--- src/rtl/vme_bus_arbiter_if.sv ---
// VME arbitration bus bundle: backplane request/grant/busy/clear lines plus grant status.
// Latency: none (wiring only).
// Backpressure: none; BBSY from the owning master is what holds off the next grant.
interface vme_bus_arbiter_if #(
    parameter int LEVELS = 4,
    parameter int LW     = $clog2(LEVELS)
);
    logic              mode_rr;
    logic [LEVELS-1:0] vme_br;
    logic              vme_bbsy;
    logic              vme_sysclk;
    logic [LEVELS-1:0] vme_bgout;
    logic              vme_bclr;
    logic              grant_valid;
    logic [LW-1:0]     grant_level;
    logic              bto_pulse;

    // Arbiter side
    modport master (
        input  mode_rr, vme_br, vme_bbsy,
        output vme_sysclk, vme_bgout, vme_bclr, grant_valid, grant_level, bto_pulse
    );

    // Backplane / system side
    modport slave (
        output mode_rr, vme_br, vme_bbsy,
        input  vme_sysclk, vme_bgout, vme_bclr, grant_valid, grant_level, bto_pulse
    );
endinterface

--- src/rtl/vme_bus_arbiter.sv ---
// VME system-controller arbiter: PRI / round-robin grant, BCLR pre-emption, bus-grant timeout.
// Latency: 3 clocks from a BR falling edge (bus idle) to BGOUT low.
// Backpressure: a new grant waits for BBSY high; a timer withdraws an unclaimed grant.
module vme_bus_arbiter #(
    parameter int LEVELS    = 4,
    parameter int BTO_LIMIT = 255,
    parameter int BTO_W     = 8
) (
    input  logic              clock,
    input  logic              reset,
    vme_bus_arbiter_if.master bus
);
    localparam int LW = $clog2(LEVELS);

    typedef enum logic [1:0] {
        ST_IDLE  = 2'd0,
        ST_GRANT = 2'd1,
        ST_BUSY  = 2'd2,
        ST_CLEAR = 2'd3
    } state_t;

    state_t            state;
    logic [LEVELS-1:0] br_meta;
    logic [LEVELS-1:0] br_s;
    logic              bbsy_meta;
    logic              bbsy_s;
    logic [BTO_W-1:0]  timer;
    logic [LW-1:0]     rr_last;
    logic              rr_mode_q;

    logic [LEVELS-1:0] bgout_q;
    logic              bclr_q;
    logic              gv_q;
    logic [LW-1:0]     gl_q;
    logic              bto_q;

    logic              any_req;
    logic [LW-1:0]     winner;
    logic [LEVELS-1:0] grant_mask;
    logic              preempt;

    assign bus.vme_sysclk  = clock;
    assign bus.vme_bgout   = bgout_q;
    assign bus.vme_bclr    = bclr_q;
    assign bus.grant_valid = gv_q;
    assign bus.grant_level = gl_q;
    assign bus.bto_pulse   = bto_q;

    // Two-flop synchronisers; idle (high) is the reset value for the active-low lines.
    always_ff @(posedge clock or negedge reset) begin
        if (!reset) begin
            br_meta   <= '1;
            br_s      <= '1;
            bbsy_meta <= 1'b1;
            bbsy_s    <= 1'b1;
        end else begin
            br_meta   <= bus.vme_br;
            br_s      <= br_meta;
            bbsy_meta <= bus.vme_bbsy;
            bbsy_s    <= bbsy_meta;
        end
    end

    assign any_req = ~&br_s;

    // Winner search. RRS scans offsets from the largest down so the nearest
    // level after rr_last overwrites any farther candidate.
    always_comb begin
        int idx;
        idx    = 0;
        winner = '0;
        if (bus.mode_rr) begin
            for (int k = LEVELS; k >= 1; k--) begin
                idx = (int'(rr_last) + k) % LEVELS;
                if (!br_s[idx]) winner = idx[LW-1:0];
            end
        end else begin
            for (int i = 0; i < LEVELS; i++) begin
                if (!br_s[i]) winner = i[LW-1:0];
            end
        end
    end

    always_comb begin
        grant_mask         = '1;
        grant_mask[winner] = 1'b0;
    end

    // Pre-emption uses the mode captured when the current owner was granted.
    always_comb begin
        preempt = 1'b0;
        for (int i = 0; i < LEVELS; i++) begin
            if (!br_s[i]) begin
                if (rr_mode_q) begin
                    if (i[LW-1:0] != gl_q) preempt = 1'b1;
                end else if (i > int'(gl_q)) begin
                    preempt = 1'b1;
                end
            end
        end
    end

    always_ff @(posedge clock or negedge reset) begin
        if (!reset) begin
            state     <= ST_IDLE;
            bgout_q   <= '1;
            bclr_q    <= 1'b1;
            gv_q      <= 1'b0;
            gl_q      <= '0;
            bto_q     <= 1'b0;
            timer     <= '0;
            rr_last   <= LW'(LEVELS - 1);
            rr_mode_q <= 1'b0;
        end else begin
            bto_q <= 1'b0;
            case (state)
                ST_IDLE: begin
                    bgout_q <= '1;
                    bclr_q  <= 1'b1;
                    if (any_req && bbsy_s) begin
                        gl_q      <= winner;
                        bgout_q   <= grant_mask;
                        gv_q      <= 1'b1;
                        timer     <= '0;
                        rr_mode_q <= bus.mode_rr;
                        if (bus.mode_rr) rr_last <= winner;
                        state     <= ST_GRANT;
                    end
                end
                ST_GRANT: begin
                    timer <= timer + 1'b1;
                    // A claimed bus beats a timeout landing on the same clock.
                    if (!bbsy_s) begin
                        bgout_q <= '1;
                        state   <= ST_BUSY;
                    end else if (timer == BTO_W'(BTO_LIMIT)) begin
                        bgout_q <= '1;
                        bto_q   <= 1'b1;
                        gv_q    <= 1'b0;
                        state   <= ST_IDLE;
                    end
                end
                ST_BUSY: begin
                    bgout_q <= '1;
                    if (bbsy_s) begin
                        gv_q  <= 1'b0;
                        state <= ST_IDLE;
                    end else if (preempt) begin
                        bclr_q <= 1'b0;
                        state  <= ST_CLEAR;
                    end
                end
                ST_CLEAR: begin
                    if (bbsy_s) begin
                        bclr_q <= 1'b1;
                        gv_q   <= 1'b0;
                        state  <= ST_IDLE;
                    end
                end
                default: begin
                    bgout_q <= '1;
                    bclr_q  <= 1'b1;
                    gv_q    <= 1'b0;
                    state   <= ST_IDLE;
                end
            endcase
        end
    end
endmodule

--- src/flat_wrapper.sv ---
// flat-port wrapper written by rule: the top's interface ports become plain ports
module vme_bus_arbiter_flat 
#(
    parameter int LEVELS    = 4,
    parameter int BTO_LIMIT = 255,
    parameter int BTO_W     = 8
)
  (clock, reset, bus_mode_rr, bus_vme_br, bus_vme_bbsy, bus_vme_sysclk, bus_vme_bgout, bus_vme_bclr, bus_grant_valid, bus_grant_level, bus_bto_pulse);
  vme_bus_arbiter_if #(.LEVELS(LEVELS)) bus_i ();
  input  logic clock;
  input  logic reset;
  input wire logic [$bits(bus_i.mode_rr)-1:0] bus_mode_rr;
  input wire logic [$bits(bus_i.vme_br)-1:0] bus_vme_br;
  input wire logic [$bits(bus_i.vme_bbsy)-1:0] bus_vme_bbsy;
  output wire logic [$bits(bus_i.vme_sysclk)-1:0] bus_vme_sysclk;
  output wire logic [$bits(bus_i.vme_bgout)-1:0] bus_vme_bgout;
  output wire logic [$bits(bus_i.vme_bclr)-1:0] bus_vme_bclr;
  output wire logic [$bits(bus_i.grant_valid)-1:0] bus_grant_valid;
  output wire logic [$bits(bus_i.grant_level)-1:0] bus_grant_level;
  output wire logic [$bits(bus_i.bto_pulse)-1:0] bus_bto_pulse;
  assign bus_i.mode_rr = bus_mode_rr;
  assign bus_i.vme_br = bus_vme_br;
  assign bus_i.vme_bbsy = bus_vme_bbsy;
  assign bus_vme_sysclk = bus_i.vme_sysclk;
  assign bus_vme_bgout = bus_i.vme_bgout;
  assign bus_vme_bclr = bus_i.vme_bclr;
  assign bus_grant_valid = bus_i.grant_valid;
  assign bus_grant_level = bus_i.grant_level;
  assign bus_bto_pulse = bus_i.bto_pulse;
  vme_bus_arbiter #(.LEVELS(LEVELS), .BTO_LIMIT(BTO_LIMIT), .BTO_W(BTO_W)) u_core (.clock(clock), .reset(reset), .bus(bus_i));
endmodule
--- config.mk ---
export PLATFORM = sky130hd
export DESIGN_NAME = vme_bus_arbiter_flat
export DESIGN_NICKNAME = d
export VERILOG_FILES = /design/src/rtl/vme_bus_arbiter_if.sv /design/src/rtl/vme_bus_arbiter.sv /design/src/flat_wrapper.sv
export SDC_FILE = /design/constraint.sdc
export NUM_CORES = 1
export LEC_CHECK = 0
export ABC_CLOCK_PERIOD_IN_PS = 1520
export CAP_MARGIN = 40
export CORE_MARGIN = 1
export CORE_UTILIZATION = 27
export CTS_CLUSTER_DIAMETER = 40
export DETAILED_ROUTE_END_ITERATION = 10
export GPL_ROUTABILITY_DRIVEN = 0
export PLACE_DENSITY = 0.51
export SLEW_MARGIN = 20
export SYNTH_ARGS = -nofsm -noshare
export SYNTH_HDL_FRONTEND = slang
export SYNTH_SLANG_ARGS = --single-unit
--- constraint.sdc ---
create_clock -name clock -period 1.52 [get_ports clock]
set_clock_uncertainty 0.05 [all_clocks]
set_input_delay 0.152 -clock clock [delete_from_list [all_inputs] [get_ports clock]]
set_output_delay 0.152 -clock clock [all_outputs]
set_load 0.02 [all_outputs]
==> flow_summary_export.csv, run 1 <==
group,metric,value,unit
clocking,cts_tree,"done",
synth,avgSynthCellArea,10.8,um^2
cells_and_area,fin_cells,298,
synth,synth-main-ff-cell,"dfstp_2",
synth,synth-seq-cells,32,
detailed_routing,vias,1453,
cells_and_area,seqCellArea,823,um^2
timing,rsz0062_at_grt,"yes",
grt,grt_pass1_wl,7.24,mm
die,die_y,80.4,um
flow_run,maxCapViolCount,0,
grt,grt_max_degree,33,
grt,overflow,0,
setup_path,crit_required,1.79,ns
detailed_routing,drt-total-wl,4.29,mm
setup_path,ff2ff_setup_slack,-0.12,ns
place,place.port_buffers,17,
synth,synth_edf_count,0,
setup_path,reg2reg_from,"u_core.br_s[0]",
clocking,ctsHoldBuffers,0,
die,core,5920,um^2
cells_and_area,final_cell_mix,"buf_4, dfstp_2, dfrtp_1, nand2_1, dlygate4sd2_1",
setup_path,path_class,"flop to flop",
cells_and_area,fillers,554,
outcome,violations,"setup timing",
die,rows,28,
timing,slew-limit-headroom,0.790,
setup_path,worstSetupStartpointType,"flop",
synth,syn-instance-count,153,
power,p_leak,1.09,nW
die,boundaryPins,18,
setup_path,cp-end-kind,"flop",
detailed_routing,wire_per_inst,14.4,um
setup_path,r2r_cells,5,
timing,setup_violations,13,
grt,antenna_found_initial,0,
synth,syn_area,1660,um^2
setup_path,cp_max_fo,6,
synth,ys_warn_count,0,
die,die_w,80.4,um
place,dp_hpwl,2.98,mm
setup_path,cp-startpoint,"u_core.br_s[0]",
grt,grt_pass1_vias,1579,
cells_and_area,multi_input_area,1020,um^2
timing,max_freq,0.608,GHz
grt,grtUsageTotal,0.152,
outcome,outcome,"finished, violations left",
die,die_area,6460,um^2
timing,worst_slew_pin_slew,0.313,ns
place,dp.cells,275,
timing,finalCriticalPeriod,1.64,ns
detailed_routing,drc,0,
clocking,clock_latency,0.39,ns
synth,ys_types,51,
power,p_per_area,1750,nW/um^2
cells_and_area,diodes,0,
timing,hold_violations,0,
worst_hold_path,hold_path_class,"input port to async pin",
cells_and_area,final_layout_size_suffix_gt1_frac,0.552,
detailed_routing,viasPerCell,4.88,
timing,layout_setup_ws,-0.124,ns
detailed_routing,drtIter0Drc,54,
synth,yosysSeqAreaShare,0.495,
detailed_routing,drt_pass1_iterations,4,
cells_and_area,layout_commonest_cell,"buf_4",
power,vdd.ir_drop.worst,717,uV
die,initial_core_util,0.280,
timing,fin_crit_sh,1.08,
setup_path,crit_arrival,1.92,ns
setup_path,r2r-end,"u_core.bus.vme_bgout[1]",
synth,synth_fp_nets,167,
timing,final_max_slew_viol_count,0,
cells_and_area,area_growth,59.7,%
synth,synth-async-reset-ratio,1.00,
cells_and_area,finalNetCount,236,
clocking,clkSlewWorstSetupHoldPaths,0.07,ns
detailed_routing,antenna_left,0,
power,power,0.00463,W
worst max-delay path by stage:
stage                     slack (ns)  cells past startpoint                       to
after global routing           -0.17                      5  u_core.bus.vme_bgout[1]
after CTS                      -0.07                      5  u_core.bus.vme_bgout[1]
after detailed placement       -0.12                      5          u_core.state[0]
final                          -0.12                      5  u_core.bus.vme_bgout[1]
after floorplan               -0.006                      6          u_core.timer[4]
after global placement         -0.13                      5          u_core.state[0]
area by class of cell:
class,count,area share
Multi-Input combinational cell,110,0.386
Timing Repair Buffer,62,0.203
Sequential cell,32,0.311
Clock inverter,1,0.00283
Tap cell,75,0.0354
Inverter,7,0.0109
Clock buffer,11,0.0515
power by group:
part	switching (W)	internal (W)	total, W
Clock	0.000400	0.000560	0.000960
Sequential	0.000204	0.00109	0.00130
Combinational	0.00116	0.00122	0.00238
routing by layer:
layer | track usage | routed length, um | vias to the layer above | part of all wire
met5 | 0 | 0 | - | 0
met4 | 0.0982 | 154 | 0 | 0.036
met3 | 0.0489 | 151 | 14 | 0.035
met2 | 0.253 | 2230 | 31 | 0.52
met1 | 0.166 | 1750 | 706 | 0.41
li1 | - | - | 702 | -
state kept, by name, summed over array words and instances, names as in the netlist, 2 cells and up:
register                cells
u_core.bus.grant_level      2
u_core.rr_last              2
u_core.br_meta              4
u_core.br_s                 4
u_core.bus.vme_bgout        4
u_core.timer                8
u_core.state                2
critical path, cell delays in order, from the launching register on:
cell      delay, ns
dfstp_2        0.58
and2b_4        0.24
o21ai_4        0.15
o311ai_4       0.14
a31o_4         0.26
o22a_1         0.16
logic make-up after synthesis:
group | count (synthesis) | share of synthesized area
DFF | 32 | 0.495
adders and majority gates | 6 | 0.0452
and+or+nand+nor | 49 | 0.164
muxes | 5 | 0.0309
buffers and inverters | 11 | 0.0332
AOI/OAI and AO/OA | 50 | 0.232
synthesized netlist by cell type (2+ instances only):
library cell  count  area (um^2)
nand2_1          15         56.3
inv_1             7         26.3
mux2i_1           4         40.0
nor2_1           11         41.3
nand4_1           2         12.5
a21oi_1           7         35.0
o21ai_1           3         15.0
dfstp_2          17          447
a22o_2            2         20.0
o21ai_4           2         32.5
o2bb2ai_1         2         17.5
dfrtp_1          15          375
a21o_1            2         15.0
o22a_1            2         17.5
buf_2             2         10.0
nor3_1            6         30.0
nand3_1           3         15.0
ha_1              6         75.1
a31oi_1           2         12.5
a211oi_2          2         25.0
o21ai_0          11         55.1
per-stage QoR:
stage | setup WS (ns) | utilization | setup TNS [ns] | hold slack, ns | cell area, um^2
6_report | -0.124 | 0.448 | -0.600 | 0.0770 | 2650
5_1_grt | -0.172 | 0.448 | -1.68 | 0.0757 | 2650
4_1_cts | -0.0679 | 0.411 | -0.385 | 0.0768 | 2430
3_5_place_dp | -0.116 | 0.371 | -0.599 | 0.297 | 2190
3_3_place_gp | -0.128 | 0.371 | -0.358 | 0.297 | 2190
2_1_floorplan | -0.00622 | - | -0.00650 | -0.194 | 1700
repair_timing:
item	CTS	global route
pin swaps	16	10
resized for setup	28	36
setup endpoints to repair	23	18
setup buffers	7	6
Note: power is estimated with default switching activity, not from simulation.
==> run 2, diff against run 1 <==
--- a/config.mk
+++ b/config.mk
@@ -5,6 +5,7 @@
 export SDC_FILE = /design/constraint.sdc
 export NUM_CORES = 1
 export LEC_CHECK = 0
+export ABC_AREA = 1
 export ABC_CLOCK_PERIOD_IN_PS = 1520
 export CAP_MARGIN = 40
 export CORE_MARGIN = 1
@@ -12,8 +13,7 @@
 export CTS_CLUSTER_DIAMETER = 40
 export DETAILED_ROUTE_END_ITERATION = 10
 export GPL_ROUTABILITY_DRIVEN = 0
-export PLACE_DENSITY = 0.51
-export SLEW_MARGIN = 20
+export PLACE_DENSITY = 0.5
 export SYNTH_ARGS = -nofsm -noshare
 export SYNTH_HDL_FRONTEND = slang
 export SYNTH_SLANG_ARGS = --single-unit
==> run 2 against run 1 <==
  * The flow finishes with violations (DRC, setup timing)
  * Largest cell class unchanged
  * Clock-buffer cell count up 1
  * Largest power group unchanged
  * Worst hold slack gained 0.0080 ns
  * Die area rose by 6.1%
  * Core utilization shrank 2.7 points
  * Fmax shrank 0.35%
  * First-iteration DRC count grew 13%
  * Via count increased by 10%
  * Final cell count rose by 22%
  * Combinational power is 7% higher
  * Setup slack worse by 0.0058 ns
  * Non-clock buffer count fell by 6
  * Routed wire length down 4.0%
==> flow_summary_export.csv, run 2 <==
group,metric,value,unit
outcome,outcome,"finished, violations left",
outcome,violations,"DRC, setup timing",
detailed_routing,wire_per_inst,11.3,um
setup_path,cp_max_fo,8,
worst_hold_path,hold_path_class,"input port to async pin",
place,dp_hpwl,2.85,mm
die,core,6310,um^2
cells_and_area,top_register,"u_core.timer",
timing,layout_setup_ws,-0.130,ns
clocking,clock_latency,0.38,ns
synth,syn-instance-count,222,
power,vdd.ir_drop.worst,749,uV
cells_and_area,final_cell_mix,"nand2_1, buf_4, inv_1, dfstp_2, dfrtp_1",
synth,synth_top_area_frac,0.253,
die,die_w,82.8,um
timing,worst_slew_pin_slew,0.243,ns
flow_run,maxCapViolCount,0,
clocking,ctsHoldBuffers,0,
grt,grt_pass1_vias,1526,
synth,synthTopCellsByCount,"nand2_1, inv_1, nor2_1",
detailed_routing,antenna_left,0,
cells_and_area,final_layout_size_suffix_gt1_frac,0.427,
setup_path,worst_path_max_delay_cell,"dfstp_2",
detailed_routing,drtIter0Drc,61,
timing,slew-limit-headroom,0.837,
die,boundaryPins,18,
timing,hold_violations,0,
setup_path,crit_chain,"inv_8 -> nand2_2 -> nand2_4 -> nand2_1 -> o21ai_0 -> inv_1 -> nand2_1 -> nand2_1 -> nand3_2 -> nand2_2 -> nand3_1 -> nand2_1 -> inv_1",
setup_path,path_class,"flop to flop",
timing,finalCriticalPeriod,1.65,ns
synth,yosysSeqAreaShare,0.466,
timing,rsz0062_at_grt,"yes",
detailed_routing,drt-total-wl,4.12,mm
setup_path,critical-path-top-delay-family,"simple AND/OR/NAND/NOR gates",
synth,ys_warn_count,0,
grt,overflow,0,
grt,grt_pass1_wl,6.93,mm
cells_and_area,area_growth,50.6,%
timing,setup_violations,14,
synth,synth-seq-cells,32,
synth,synth.most_common_cell,"nand2_1",
grt,grt_max_degree,33,
synth,syn_area,1760,um^2
cells_and_area,finalNetCount,301,
clocking,cts_tree,"done",
timing,final_max_slew_viol_count,0,
synth,synth_largest_area_cell,"dfstp_2",
setup_path,r2r-end,"u_core.bus.vme_bgout[0]",
synth,synth-async-reset-ratio,1.00,
clocking,clkSlewWorstSetupHoldPaths,0.07,ns
setup_path,path_buf_inv,3,
grt,grtUsageTotal,0.131,
timing,fin_crit_sh,1.09,
synth,avgSynthCellArea,7.94,um^2
setup_path,ff2ff_setup_slack,-0.13,ns
synth,ys_types,28,
grt,antenna_found_initial,0,
setup_path,reg2reg_from,"u_core.rr_last[0]",
synth,synth_fp_nets,236,
place,post-place-ws,-0.158,ns
cells_and_area,largest_register_ffs,8,
setup_path,cp-end-kind,"flop",
die,die_area,6860,um^2
detailed_routing,vias,1605,
power,p_leak,1.30,nW
setup_path,crit_path_frequent_cell,"nand2_1",
timing,whs,0.0851,ns
timing,max_freq,0.606,GHz
synth,synth-main-ff-cell,"dfstp_2",
setup_path,worstSetupStartpointType,"flop",
cells_and_area,layout_commonest_cell,"nand2_1",
detailed_routing,drt_pass1_iterations,7,
setup_path,crit_required,1.80,ns
die,initial_core_util,0.279,
cells_and_area,diodes,0,
detailed_routing,drc,2,
place,place.port_buffers,17,
setup_path,crit_arrival,1.93,ns
setup_path,r2r_cells,13,
setup_path,max_stage_delay,0.65,ns
power,p_per_area,1830,nW/um^2
detailed_routing,viasPerCell,4.40,
cells_and_area,final_util,0.421,
die,rows,29,
synth,synth_edf_count,0,
synth,synth.area.top_cells,"dfstp_2, dfrtp_1, nand2_1",
die,die_y,82.8,um
-- run 2: how the worst max path moves through the flow --
stage | startpoint | endpoint | slack [ns] | cells after the start
after floorplan | u_core.rr_last[0] | u_core.bus.vme_bgout[0] | 0.007 | 12
after global placement | u_core.rr_last[0] | u_core.bus.vme_bgout[0] | -0.17 | 11
after detailed placement | u_core.rr_last[0] | u_core.bus.vme_bgout[0] | -0.16 | 13
after CTS | u_core.rr_last[0] | u_core.bus.vme_bgout[0] | -0.14 | 13
after global routing | u_core.rr_last[0] | u_core.bus.vme_bgout[2] | -0.30 | 11
final | u_core.rr_last[0] | u_core.bus.vme_bgout[0] | -0.13 | 13
-- run 2: cell families (layout without fill, tap and decap cells) --
| family | after synthesis | in the layout | share of synthesized area |
|---|---|---|---|
| AO/OA/AOI/OAI | 33 | 33 | 0.107 |
| adder cells (fa/ha/maj) | 6 | 6 | 0.0426 |
| AND/OR/NAND/NOR | 111 | 111 | 0.288 |
| buffers and inverters | 40 | 106 | 0.0958 |
| flip-flops | 32 | 32 | 0.466 |
-- run 2: per-layer routing --
metal	vias up	routed length (um)	global-route usage	share of wire
met3	6	175	0.0477	0.043
met4	0	66	0.0752	0.016
li1	823	-	-	-
met2	37	2010	0.196	0.49
met5	-	0	0	0
met1	739	1870	0.162	0.45
-- run 2: cell type report --
class                           count  area (um^2)
Fill cell                         641         3660
Multi-Input combinational cell    150          940
Sequential cell                    32          822
Timing Repair Buffer               56          492
Inverter                           38          155
Clock buffer                       12          150
Tap cell                           77         96.3
-- run 2: repair_timing --
item | 4_1_cts | 5_1_grt
pin swaps | 6 | 12
setup endpoints to repair | 27 | 19
endpoints found under the hold margin | 0 | 0
buffers inserted | 3 | 9
resized for setup | 32 | 41
-- run 2: per-stage QoR --
| stage | std cells | area, um^2 | setup TNS [ns] | power (W) |
|---|---|---|---|---|
| finish | 365 | 2660 | -0.895 | 0.00485 |
| global route | 365 | 2660 | -2.96 | 0.00527 |
| CTS | 357 | 2490 | -0.791 | 0.00459 |
| detailed placement | 343 | 2260 | -1.13 | 0.00352 |
| global placement | 343 | 2260 | -1.02 | 0.00351 |
| floorplan | 222 | 1780 | 0 | 0.00270 |
-- run 2: where the power goes --
| group | switching [W] | leakage [nW] | internal [W] |
|---|---|---|---|
| registers | 0.000201 | 0.375 | 0.00112 |
| logic | 0.00138 | 0.842 | 0.00116 |
| clock network | 0.000381 | 0.0783 | 0.000606 |
| total | 0.00196 | 1.30 | 0.00289 |
==> run 3, diff against run 2 <==
--- a/config.mk
+++ b/config.mk
@@ -11,9 +11,11 @@
 export CORE_MARGIN = 1
 export CORE_UTILIZATION = 27
 export CTS_CLUSTER_DIAMETER = 40
+export CTS_CLUSTER_SIZE = 16
 export DETAILED_ROUTE_END_ITERATION = 10
 export GPL_ROUTABILITY_DRIVEN = 0
 export PLACE_DENSITY = 0.5
+export SLEW_MARGIN = 20
 export SYNTH_ARGS = -nofsm -noshare
 export SYNTH_HDL_FRONTEND = slang
 export SYNTH_SLANG_ARGS = --single-unit
==> results of run 3 <==
Same layout as run 2: the final DEF is identical, and so are final timing and power.
